==> config.mk <==
export PLATFORM = sky130hd
export DESIGN_NAME = seven_segment_pwm
export DESIGN_NICKNAME = d
export VERILOG_FILES = /design/src/rtl/seg_pkg.sv /design/src/rtl/seven_seg_decode.sv /design/src/rtl/seven_segment_pwm.sv
export SDC_FILE = /design/constraint.sdc
export NUM_CORES = 1
export LEC_CHECK = 0
export CAP_MARGIN = 20
export CORE_UTILIZATION = 43
export CTS_BUF_LIST = sky130_fd_sc_hd__clkbuf_2
export DETAILED_ROUTE_END_ITERATION = 6
export PLACE_DENSITY_LB_ADDON = 0.12
export SLEW_MARGIN = 10
export SYNTH_ARGS = -nofsm -noshare
export SYNTH_HDL_FRONTEND = slang
export SYNTH_SLANG_ARGS = --single-unit
==> constraint.sdc <==
create_clock -name clk -period 7.6 [get_ports clk]
set_input_delay 1.52 -clock clk [delete_from_list [all_inputs] [get_ports clk]]
set_output_delay 1.52 -clock clk [all_outputs]
set_load 0.05 [all_outputs]
==> src/rtl/seg_pkg.sv <==
// Shared constants and elaboration helpers for the seven-segment PWM driver.
package seg_pkg;

    // Segment pattern: bit7 = dp, bits 6:0 = g..a, active-high.
    typedef logic [7:0] seg_pattern_t;

    // Hex digit to segments (g..a), active-high.
    localparam logic [6:0] HEX_SEG [0:15] = '{
        7'h3F, 7'h06, 7'h5B, 7'h4F, 7'h66, 7'h6D, 7'h7D, 7'h07,
        7'h7F, 7'h6F, 7'h77, 7'h7C, 7'h39, 7'h5E, 7'h79, 7'h71
    };

    // Cycles per digit slot; a nonzero override wins over the refresh-rate math.
    function automatic int slot_len(int clk_per, int refr_rate, int num_seg, int slot_ovr);
        if (slot_ovr != 0)
            return slot_ovr;
        return 1000000000 / (clk_per * refr_rate * num_seg);
    endfunction

    // Cycles between blink phase toggles, never less than one.
    function automatic int blink_period(int clk_per, int blink_hz);
        int per;
        per = 1000000000 / (clk_per * 2 * blink_hz);
        return (per < 1) ? 1 : per;
    endfunction

    // Counter width able to hold 0..n-1, at least one bit.
    function automatic int width_of(int n);
        return (n > 1) ? $clog2(n) : 1;
    endfunction

endpackage

==> src/rtl/seven_seg_decode.sv <==
// Hex + decimal point to active-high segment pattern.
module seven_seg_decode (
    input  logic [3:0] hex,
    input  logic       dp,
    output logic [7:0] pattern
);
    import seg_pkg::*;

    // Table lookup with the decimal point on top.
    always_comb begin
        pattern = {dp, HEX_SEG[hex]};
    end

endmodule

==> src/rtl/seven_segment_pwm.sv <==
// Multiplexed common-anode seven-segment driver with PWM brightness,
// blink, ghost blanking, leading-zero suppression and frame snapshot.
module seven_segment_pwm #(
    parameter int NUM_SEGMENTS  = 8,
    parameter int CLK_PER       = 10,
    parameter int REFR_RATE     = 1000,
    parameter int SLOT_OVR      = 0,
    parameter int BRIGHT_BITS   = 4,
    parameter int BLANK_CYCLES  = 16,
    parameter int BLINK_HZ      = 2,
    parameter int ANODE_ACT_LOW = 1,
    parameter int CATH_ACT_LOW  = 1
) (
    input  logic                          clk,
    input  logic                          reset,
    input  logic [NUM_SEGMENTS-1:0][3:0]  encoded,
    input  logic [NUM_SEGMENTS-1:0]       digit_point,
    input  logic [NUM_SEGMENTS-1:0]       digit_en,
    input  logic [NUM_SEGMENTS-1:0]       blink,
    input  logic [BRIGHT_BITS-1:0]        brightness,
    input  logic                          lz_suppress,
    output logic [0:NUM_SEGMENTS-1]       anode,
    output logic [7:0]                    cathode,
    output logic                          frame_start
);
    import seg_pkg::*;

    localparam int SLOT      = slot_len(CLK_PER, REFR_RATE, NUM_SEGMENTS, SLOT_OVR);
    localparam int BLINK_PER = blink_period(CLK_PER, BLINK_HZ);
    localparam int SLOT_W    = width_of(SLOT);
    localparam int IDX_W     = width_of(NUM_SEGMENTS);
    localparam int BLINK_W   = width_of(BLINK_PER);

    localparam logic [SLOT_W-1:0]  SLOT_LAST  = SLOT_W'(SLOT - 1);
    localparam logic [SLOT_W-1:0]  BLANK_END  = SLOT_W'(BLANK_CYCLES);
    localparam logic [IDX_W-1:0]   IDX_LAST   = IDX_W'(NUM_SEGMENTS - 1);
    localparam logic [BLINK_W-1:0] BLINK_LAST = BLINK_W'(BLINK_PER - 1);
    localparam logic               AN_INV     = (ANODE_ACT_LOW != 0);
    localparam logic               CA_INV     = (CATH_ACT_LOW != 0);

    if (SLOT <= BLANK_CYCLES) begin : g_slot_too_short
        $error("slot length %0d must exceed BLANK_CYCLES %0d", SLOT, BLANK_CYCLES);
    end

    logic [SLOT_W-1:0]              slot_cnt;
    logic [IDX_W-1:0]               digit_idx;
    logic [BRIGHT_BITS-1:0]         pwm_cnt;
    logic [BLINK_W-1:0]             blink_cnt;
    logic                           blink_phase;

    logic [NUM_SEGMENTS-1:0][3:0]   sh_encoded;
    logic [NUM_SEGMENTS-1:0]        sh_point, sh_en, sh_blink;
    logic [BRIGHT_BITS-1:0]         sh_bright;
    logic                           sh_lz;

    logic                           snap;
    logic [NUM_SEGMENTS-1:0][3:0]   eff_encoded;
    logic [NUM_SEGMENTS-1:0]        eff_point, eff_en, eff_blink;
    logic [BRIGHT_BITS-1:0]         eff_bright;
    logic                           eff_lz;
    logic [NUM_SEGMENTS-1:0]        suppressed;
    logic                           zero_run;
    logic                           lit;
    logic [0:NUM_SEGMENTS-1]        anode_act;
    seg_pattern_t                   pattern;

    assign snap = (slot_cnt == '0) && (digit_idx == '0);

    // During the snapshot cycle the live inputs are what the shadow is about to
    // hold, so the first cycle of a frame already shows that frame's data.
    always_comb begin
        eff_encoded = snap ? encoded     : sh_encoded;
        eff_point   = snap ? digit_point : sh_point;
        eff_en      = snap ? digit_en    : sh_en;
        eff_blink   = snap ? blink       : sh_blink;
        eff_bright  = snap ? brightness  : sh_bright;
        eff_lz      = snap ? lz_suppress : sh_lz;
    end

    // Leading zeros: scan from the top digit down while every digit is a plain enabled zero.
    always_comb begin
        zero_run   = 1'b1;
        suppressed = '0;
        for (int k = NUM_SEGMENTS - 1; k >= 1; k--) begin
            zero_run      = zero_run & (eff_encoded[k] == 4'h0) & ~eff_point[k] & eff_en[k];
            suppressed[k] = eff_lz & zero_run;
        end
    end

    assign lit = (slot_cnt >= BLANK_END)
               && (pwm_cnt < eff_bright)
               && eff_en[digit_idx]
               && !suppressed[digit_idx]
               && (!eff_blink[digit_idx] || blink_phase);

    seven_seg_decode u_decode (
        .hex     (eff_encoded[digit_idx]),
        .dp      (eff_point[digit_idx]),
        .pattern (pattern)
    );

    // One-hot select of the current digit, only while it is lit.
    always_comb begin
        anode_act            = '0;
        anode_act[digit_idx] = lit;
    end

    // Slot, digit, PWM and blink timing.
    always_ff @(posedge clk) begin
        if (reset) begin
            slot_cnt    <= '0;
            digit_idx   <= '0;
            pwm_cnt     <= '0;
            blink_cnt   <= '0;
            blink_phase <= 1'b1;
        end else begin
            if (slot_cnt == SLOT_LAST) begin
                slot_cnt  <= '0;
                digit_idx <= (digit_idx == IDX_LAST) ? '0 : digit_idx + 1'b1;
            end else begin
                slot_cnt <= slot_cnt + 1'b1;
            end
            pwm_cnt <= pwm_cnt + 1'b1;
            if (blink_cnt == BLINK_LAST) begin
                blink_cnt   <= '0;
                blink_phase <= ~blink_phase;
            end else begin
                blink_cnt <= blink_cnt + 1'b1;
            end
        end
    end

    // Capture all display inputs once per frame.
    always_ff @(posedge clk) begin
        if (reset) begin
            sh_encoded <= '0;
            sh_point   <= '0;
            sh_en      <= '0;
            sh_blink   <= '0;
            sh_bright  <= '0;
            sh_lz      <= 1'b0;
        end else if (snap) begin
            sh_encoded <= encoded;
            sh_point   <= digit_point;
            sh_en      <= digit_en;
            sh_blink   <= blink;
            sh_bright  <= brightness;
            sh_lz      <= lz_suppress;
        end
    end

    // Anode and cathode register together so a pattern never lands on a stale digit.
    always_ff @(posedge clk) begin
        if (reset) begin
            anode       <= {NUM_SEGMENTS{AN_INV}};
            cathode     <= {8{CA_INV}};
            frame_start <= 1'b0;
        end else begin
            anode       <= anode_act ^ {NUM_SEGMENTS{AN_INV}};
            cathode     <= (lit ? pattern : 8'h00) ^ {8{CA_INV}};
            frame_start <= snap;
        end
    end

endmodule
==> summary.md <==
| Metric | Value |
|---|---|
| RSZ-0062 raised after global routing | false |
| Number of buffers inserted by port buffering | between 70 and 80 |
| Most used DFF post-synth | dfxtp_1 |
| Worst Hold Path Cells | 2 |
| Setup Skew | roughly 0.026 ns |
| Worst Hold Class | reg2reg |
| Critical Path Source | digit_idx[0] |
| Endpoint class of the critical path | flop |
| Status | completed |
| Fill count | roughly 1.3k |
| Bufs on Longest Clock Path | 2 |
| TritonRoute pass-1 iters | 5 |
| Fin nets | between 700 and 800 |
| Yosys cell types | 62 |
| Final cell count without fillers | ~880 |
| Worst reg2reg path depth | 13 |
| Global placer's final weighted congestion | about 0.9 |
| Row Count | 41 |
| Die Wd | approximately 120 um |
| CTS tree | built |
| Via Count | about 4.7k |
| Leak pwr | between 0.002 and 0.003 uW |
| Count of final hold-check violations | 0 |
| Area Overhead vs Synth | 18.38% |
| Required time worst endpoint | between 8 and 9 ns |
| Largest net degree at the start of global routing | 74 |
| Commonest cells after routing, fill and taps aside | 125 x dfxtp_1, 103 x nor2_1, 78 x clkdlybuf4s50_1, 62 x nand2_1, 49 x mux2i_1 |
| Min cycle time layout | between 5 and 6 ns |
| Post-Syn Nets | 707 |
| Max Fclk | 195.4 MHz |
| Worst vdd ir | 0.1114 mV |
| Area post-placement | between 6000 and 7000 um^2 |
| Postcts setup bufs | 0 |
| Antenna violations before repair | 0 |
| Synthesized flop and latch total | 125 |
| Post_cts resized | 0 |
| Routed len/inst | around 16 um |
| Core Region | ~13000 um^2 |
| Starting Density | 0.4452 |
| Worst Path Arrival | approximately 5.6 ns |
| Ys Warns | 0 |
| Startpoint Class | flop |
| Ports | 80 |
| Die Span Y | approximately 120 um |
| Power density cells | ~190 nW/um^2 |
| R2r setup slk | between 2 and 2.5 ns |
| Crit share post-route | 0.6732 |
| CTS buffer count | 17 |
| Syn avg cell area | roughly 9 um^2 |
| Final WL | about 14000 um |
| Synth Instances | 629 |
| Crit path max fanout | 68 |
| Synthesized cell area | roughly 5700 um^2 |
| Vias in the first global route | 4508 |
| Layout cell share with drive strength beyond 1 | 0.07725 |
| Clk_lat worst skew | 0.67 ns |
| Post-route ant nets | 0 |
| DP HPWL | 10450 um |
| Final Cell Area | 6705 um^2 |
| Kind of critical path | reg2reg |
| # DRC | 0 |
| First-pass GRT wire length | about 22000 um |
| Most common cell after layout, fill and taps aside | dfxtp_1 |
| Total GRT Usage | 0.2182 |
| Clk sinks | 125 |
| Reg clk slew, reported paths | ~0.17 ns |
| Total global routing overflow | 0 |
| Hold-fix buffers, CTS | 0 |
| Register area share after synthesis | 0.4418 |
| Max cap viols | 0 |
| Worst r2r dst | cathode[3] |
| Vias per inst | around 5.3 |
| Root Driver | clkbuf_2 |
| FF-to-FF Start | digit_idx[0] |
| Fraction of synthesis flops using an asynchronous set or reset pin | 0 |
| Dpl cells | 853 |
| WHS Endpoint | sh_lz |
| Drt first-iter violations | around 290 |
| Full die area | 13640 um^2 |
| Setup_tns | 0 ns |
| Slew Viols, Final | 0 |
| Number of synthesized flops with an enable pin | 0 |
| Slew @ Worst Pin | 1.079 ns |
| H-Tree Depth | 4 |
| Hold_sp | sh_lz |
| Slew headroom | 0.2738 |
| Antenna cell count | 0 |
| Final setup vio count | 0 |
## critical path: stages (launching register included)
cell and delay [ns]:
dfxtp_1 0.83, inv_2 0.23, ha_1 0.26, and4_1 0.26, nand2_4 0.74, mux2i_1 0.33, ha_1 0.30, a21o_1 0.19
a32oi_1 0.15, nand3_1 0.10, a221oi_1 0.23, nand3_1 0.13, nor3_2 0.80, o311ai_0 0.31
## layer usage
layer,up-vias,wire (um),GRT usage
met5,-,0,0
li1,2355,-,-
met3,22,835,0.05973
met4,0,334,0.09198
met1,2234,6242,0.2614
met2,118,6791,0.3692
## state kept, by name, summed over array words and instances (netlist names)
register	flops
blink_cnt	25
pwm_cnt	4
blink_phase	1
frame_start	1
sh_blink	8
sh_en	8
sh_lz	1
digit_idx	3
sh_bright	4
sh_encoded	32
cathode	8
anode	8
sh_point	8
slot_cnt	14
## cell type report
type	count	area (um^2)	area share
clock buffer	19	95.09	0.01418
tap	172	215.2	0.03210
sequential	125	2502	0.3732
clock inverter	12	56.30	0.008397
inverter	11	41.29	0.006158
multi-input combinational	463	2987	0.4454
timing repair buffer	82	808.3	0.1205
## Yosys cell counts (all sizes together) (2+ instances only)
cell type	count	area [um^2]
and2	3	18.77
a221oi	4	35.03
inv	11	41.29
o22ai	12	75.07
a211o	2	17.52
and4	3	26.28
nor4bb	3	30.03
or2	4	25.02
nor4b	2	23.77
o21ai	5	25.02
nor3	14	75.07
a211oi	2	15.01
and3	3	18.77
nand3	34	170.2
mux2	6	71.31
buf	7	47.54
nand3b	8	60.06
or3	2	12.51
a22o	2	17.52
nand2	63	244.0
or4b	5	50.05
a32oi	2	17.52
a21o	2	15.01
mux2i	49	490.5
xnor2	14	122.6
xor2	22	192.7
clkbuf	23	86.33
nand4	8	50.05
nand2b	3	18.77
or4	5	45.04
a21oi	23	115.1
nor4	12	90.09
nor2	103	386.6
o2111ai	3	26.28
o211ai	4	35.03
nor2b	6	37.54
ha	15	187.7
dfxtp	125	2502
## cells by family (layout without fill, tap and decap cells)
kind of cell	after synthesis	in the layout	share of synthesized area
AND/OR/NAND/NOR	285	285	0.2503
flip-flops	125	125	0.4418
AO/OA/AOI/OAI	71	71	0.08505
multiplexers	56	56	0.1032
buffers and inverters	41	124	0.03092
XOR/XNOR	36	36	0.05567
adder cells (fa/ha/maj)	15	15	0.03313
## stage by stage
step	utilization	setup WS, ns	power [uW]	hold WS [ns]
after floorplan	-	3.185	880.0	0.4297
after global routing	0.5270	2.039	1321	0.5092
after global placement	0.5151	2.723	954.4	0.4427
final	0.5270	2.484	1255	0.4680
after CTS	0.5270	2.546	1268	0.4667
after detailed placement	0.5151	2.535	959.5	0.4458
## how the worst max path moves through the flow
stage                       to  slack (ns)  depth (start not counted)
floorplan           cathode[7]        3.18                         20
global placement    cathode[3]        2.72                         13
detailed placement  cathode[3]        2.53                         13
CTS                 cathode[3]        2.55                         13
global route        cathode[3]        2.04                         13
finish              cathode[3]        2.48                         13
## power breakdown
group / internal, uW / switching [uW]
clock: 76.5 / 232
sequential: 692 / 20.2
combinational: 108 / 127
total: 877 / 379
Note: power is estimated with default switching activity, not from simulation.
